<file path="config.mk">
export PLATFORM = sky130hd
export DESIGN_NAME = node_call_master
export DESIGN_NICKNAME = d
export VERILOG_FILES = /design/src/rtl/node_call_master.sv
export SDC_FILE = /design/constraint.sdc
export NUM_CORES = 1
export LEC_CHECK = 0
export CORE_MARGIN = 2
export CORE_UTILIZATION = 35
export CTS_CLUSTER_DIAMETER = 120
export DETAILED_ROUTE_END_ITERATION = 10
export PLACE_DENSITY_LB_ADDON = 0.15
export SETUP_SLACK_MARGIN = 0.1
export SLEW_MARGIN = 20
export SYNTH_ARGS = -nofsm -noshare
export SYNTH_HDL_FRONTEND = slang
export SYNTH_SLANG_ARGS = --single-unit
</file>
<file path="constraint.sdc">
create_clock -name CLK -period 4.9 [get_ports CLK]
set_clock_uncertainty 0.1 [all_clocks]
set_input_delay 0.735 -clock CLK [delete_from_list [all_inputs] [get_ports CLK]]
set_output_delay 0.735 -clock CLK [all_outputs]
set_load 0.05 [all_outputs]
</file>
<file path="src/rtl/node_call_master.sv">
// node_call_master: drives one ST/RD/RES node call per accepted job and
// returns the child's RES on a valid/ready response port.
// Optional watchdog: define NODE_CALL_TIMEOUT_EN to abort runs that exceed
// TIMEOUT cycles from ST assertion (error response, RSP_DATA=0, RSP_ERR=1).
module node_call_master #(
    parameter int WIDTH   = 16,
    parameter int TIMEOUT = 65535
) (
    input  logic             CLK,
    input  logic             RST,
    input  logic             REQ_VALID,
    output logic             REQ_READY,
    input  logic [WIDTH-1:0] REQ_A,
    input  logic [WIDTH-1:0] REQ_B,
    output logic             RSP_VALID,
    input  logic             RSP_READY,
    output logic [WIDTH-1:0] RSP_DATA,
    output logic             RSP_ERR,
    output logic             ST,
    input  logic             RD,
    input  logic [WIDTH-1:0] RES,
    output logic [WIDTH-1:0] ARG0,
    output logic [WIDTH-1:0] ARG1,
    output logic             BUSY
);

    typedef enum logic [1:0] {IDLE, LAUNCH, WAIT_DONE, RESP} state_t;

    // The watchdog counter is 16 bits, so the limit must fit in it.
    generate
        if (TIMEOUT < 1 || TIMEOUT > 65535) begin : g_bad_timeout
            $error("node_call_master: TIMEOUT must be in 1..65535");
        end
    endgenerate

    state_t           state_q, state_d;
    logic             st_q, st_d;
    logic             rsp_valid_q, rsp_valid_d;
    logic [WIDTH-1:0] rsp_data_q, rsp_data_d;
    logic [WIDTH-1:0] arg0_q, arg0_d;
    logic [WIDTH-1:0] arg1_q, arg1_d;
`ifdef NODE_CALL_TIMEOUT_EN
    localparam logic [15:0] WD_LIMIT = 16'(TIMEOUT);
    logic             rsp_err_q, rsp_err_d;
    logic [15:0]      wd_cnt_q, wd_cnt_d, wd_inc;
`endif

    // Next-state and next-output logic for the call sequence.
    always_comb begin
        state_d     = state_q;
        st_d        = st_q;
        rsp_valid_d = rsp_valid_q;
        rsp_data_d  = rsp_data_q;
        arg0_d      = arg0_q;
        arg1_d      = arg1_q;
`ifdef NODE_CALL_TIMEOUT_EN
        rsp_err_d   = rsp_err_q;
        wd_cnt_d    = wd_cnt_q;
        wd_inc      = (wd_cnt_q == 16'hFFFF) ? wd_cnt_q : wd_cnt_q + 16'd1;
`endif
        case (state_q)
            IDLE: begin
                // Only launch into a child that reports idle.
                if (REQ_VALID && RD) begin
                    arg0_d  = REQ_A;
                    arg1_d  = REQ_B;
                    st_d    = 1'b1;
                    state_d = LAUNCH;
`ifdef NODE_CALL_TIMEOUT_EN
                    wd_cnt_d = '0;
`endif
                end
            end
            LAUNCH: begin
                // Child dropping RD is the start acknowledge.
                if (!RD) begin
                    st_d    = 1'b0;
                    state_d = WAIT_DONE;
                end
            end
            WAIT_DONE: begin
                if (RD) begin
                    rsp_data_d  = RES;
                    rsp_valid_d = 1'b1;
                    state_d     = RESP;
`ifdef NODE_CALL_TIMEOUT_EN
                    rsp_err_d   = 1'b0;
`endif
                end
            end
            RESP: begin
                if (RSP_READY) begin
                    rsp_valid_d = 1'b0;
                    state_d     = IDLE;
                end
            end
            default: state_d = IDLE;
        endcase
`ifdef NODE_CALL_TIMEOUT_EN
        // A normal completion on the same edge wins over the watchdog.
        if (state_q == LAUNCH || state_q == WAIT_DONE) begin
            wd_cnt_d = wd_inc;
            if (state_d != RESP && wd_inc >= WD_LIMIT) begin
                st_d        = 1'b0;
                rsp_data_d  = '0;
                rsp_err_d   = 1'b1;
                rsp_valid_d = 1'b1;
                state_d     = RESP;
            end
        end
`endif
    end

    // State and registered outputs.
    always_ff @(posedge CLK or negedge RST) begin
        if (!RST) begin
            state_q     <= IDLE;
            st_q        <= 1'b0;
            rsp_valid_q <= 1'b0;
            rsp_data_q  <= '0;
            arg0_q      <= '0;
            arg1_q      <= '0;
`ifdef NODE_CALL_TIMEOUT_EN
            rsp_err_q   <= 1'b0;
            wd_cnt_q    <= '0;
`endif
        end else begin
            state_q     <= state_d;
            st_q        <= st_d;
            rsp_valid_q <= rsp_valid_d;
            rsp_data_q  <= rsp_data_d;
            arg0_q      <= arg0_d;
            arg1_q      <= arg1_d;
`ifdef NODE_CALL_TIMEOUT_EN
            rsp_err_q   <= rsp_err_d;
            wd_cnt_q    <= wd_cnt_d;
`endif
        end
    end

    assign REQ_READY = (state_q == IDLE) && RD;
    assign BUSY      = (state_q != IDLE);
    assign ST        = st_q;
    assign RSP_VALID = rsp_valid_q;
    assign RSP_DATA  = rsp_data_q;
    assign ARG0      = arg0_q;
    assign ARG1      = arg1_q;
`ifdef NODE_CALL_TIMEOUT_EN
    assign RSP_ERR   = rsp_err_q;
`else
    assign RSP_ERR   = 1'b0;
`endif

endmodule

</file>
==> results.cfg <==
[setup_path]
path_buf_inv = 2
crit_family = buffers and inverters
crit_arrival_ns = 2.33
cpPeakStageDelay_ns = 0.80
crit_path_top_delay_cell = clkdlybuf4s50_1
reg2reg_depth = 5
r2r_start = state_q[0]$_DFFE_PN0P_
critPathCaptureType = output pin
rrSetupSlack_ns = 3.02
r2r_end = ARG1[0]$_DFFE_PN0P_
path_class = primary input to output pin
worstPathRequired_ns = 4.07
cp_common_cell = clkdlybuf4s50_1
worstPathMaxFanout = 8
path_cells = clkdlybuf4s50_1 > and2_1 > clkdlybuf4s50_1
crit_path_start_kind = primary input

[drt]
drt_iter0_drc = 23
vias = 1428
first_pass_iters = 3
wl_um = 4334
ant_nets = 0
vias_per_cell = 4.519
drc = 0
drt-wirelength-per-cell_um = 13.72

[clock_network]
clock_sinks = 52
cts_tree = yes
clock_latency_ns = 0.30
htreeDepth = 2
ctsResizeCount = 0
path_clk_slew_ns = 0.08
root_buffer = clkbuf_8
postCtsHoldBufs = 0
cts_max_path_buffers = 2
cts_buffers = 5
cts_setup_buffers = 0

[floorplanning]
die_h_um = 81.57
coreArea_um2 = 5851
fp.dieArea_um2 = 6653
die_w_um = 81.57
num_rows = 28
initial_core_util = 0.3599
pin_count = 106

[global_route]
grt_use_met2 = 0.2041
grtUsageTotal = 0.1318
top_usage_layer = met2
antenna_found_initial = 0
grt_pass1_vias = 1415
grt_pass1_wl_um = 6596
grt_overflow = 0
grt_use_met3 = 0.06264
grtUsageMet1 = 0.1611
grt_max_degree = 53

[synth]
synth-simple-area-share = 0.01248
synth_top_family_by_area = multiplexers
synth_top_area_share = 0.6179
synth_cells = 134
synth_top_cell_by_area = dfrtp_1
ys_ff_latch = 52
ys_warn_count = 0
synth_area_um2 = 2106
syn_nets = 193
ys_types = 19
seq_area_frac_synth = 0.6179
synth_fa_ha_area_frac = 0.03565
synth_xor_xnor_area_share = 0
synth.area.mux_share = 0.2787
synth.avg_cell_area_um2 = 15.71
synth_area_leaders = dfrtp_1, mux2_2, ha_1
synth_compound_area_frac = 0.02436

[min_path]
hold_end = ARG1[15]$_DFFE_PN0P_
hold_class = register to register
worstHoldPathCells = 1
min_from = ARG1[15]$_DFFE_PN0P_

[run]
cap_violations = 0

[sta]
post-route-period-util = 0.6455
drv_slew = 0
fin_ws_ns = 1.737
setup_tns_ns = 0
rsz0062_at_grt = no
hold_viol_final = 0
finalSetupViolations = 0
clock.fmax_mhz = 316.2
slew_headroom = 0.5397
tightest_slew_ns = 0.6888
period_needed_ns = 3.163

[placement]
dpl.hpwl_um = 3142
place.gp.congestion = 0.6772
dp_slack_ns = 1.735
port_buffers = 104

[finish]
fill_cells = 499
fin_util = 0.5654
insertedDiodeCount = 0
area_growth_pct = 57.10
finalNetCount = 300
layout-drive-gt1-share = 0.2407

[outcome]
outcome = completed
==> sequential cells by signal (all words and copies together) (netlist names) <==
signal / count
ARG0: 16
ARG1: 16
RSP_VALID: 1
state_q: 2
ST: 1
RSP_DATA: 16
==> logic make-up after synthesis <==
kind of cell               Yosys count
buffers and inverters               12
muxes                               52
AOI/OAI and AO/OA                    5
and+or+nand+nor                      6
DFF                                 52
other                                1
adders and majority gates            6
==> metal layers <==
| layer | up-vias | wire length [um] | part of all wire |
|---|---|---|---|
| li1 | 666 | - | - |
| met1 | 687 | 1835 | 0.42 |
| met2 | 70 | 1921 | 0.44 |
| met3 | 5 | 522 | 0.12 |
| met4 | 0 | 55 | 0.013 |
| met5 | - | 0 | 0 |
==> through the flow <==
stage,instance area (um2),std cells,hold slack (ns)
after global routing,3308,316,0.4101
after floorplan,2106,134,0.3394
final,3308,316,0.3938
after CTS,3308,316,0.4013
after detailed placement,3212,309,0.3816
after global placement,3212,309,0.3770
==> worst max path at each step <==
stage          from         to  slack (ns)  depth (start not counted)
2_1_floorplan    RD  REQ_READY        2.80                          2
5_1_grt          RD  REQ_READY        1.67                          3
4_1_cts          RD  REQ_READY        1.73                          3
3_3_place_gp     RD  REQ_READY        1.74                          3
3_5_place_dp     RD  REQ_READY        1.74                          3
6_report         RD  REQ_READY        1.74                          3
==> layout by cell type (no fill, tap or decap), types with 2 or more instances in the layout <==
master,synthesis,final
ha_1,6,6
o21ai_0,2,2
clkdlybuf4s50_1,0,103
buf_4,1,2
mux2_1,3,3
nand2_1,3,3
clkbuf_8,0,7
mux2_2,46,46
dfrtp_1,52,52
inv_1,6,6
mux2i_1,2,2
==> layout make-up <==
cell class              count  area [um2]  area share
repair buffers            106        1051      0.3177
clock buffers               7       96.34     0.02912
multi-input cells          70       743.2      0.2247
inverters                   6       22.52    0.006808
flip-flops and latches     52        1301      0.3933
well taps                  75       93.84     0.02837
==> worst reg2reg max path, stage by stage, from the launching register on <==
cell     delay [ns]
dfrtp_1        0.39
inv_1          0.11
ha_1           0.29
nand3_1        0.09
buf_4          0.38
mux2_2         0.40
==> Yosys cell counts <==
master	count
nor2_1	1
o21ai_0	2
inv_1	6
a31oi_1	1
buf_6	1
ha_1	6
buf_2	4
a221oi_4	1
nand3_1	1
conb_1	1
mux2_1	3
a22o_1	1
mux2_4	1
mux2_2	46
and2_1	1
nand2_1	3
mux2i_1	2
buf_4	1
dfrtp_1	52
Power is not shown: default switching activity piles up to over one toggle a cycle in this logic, so the estimate is an artifact.
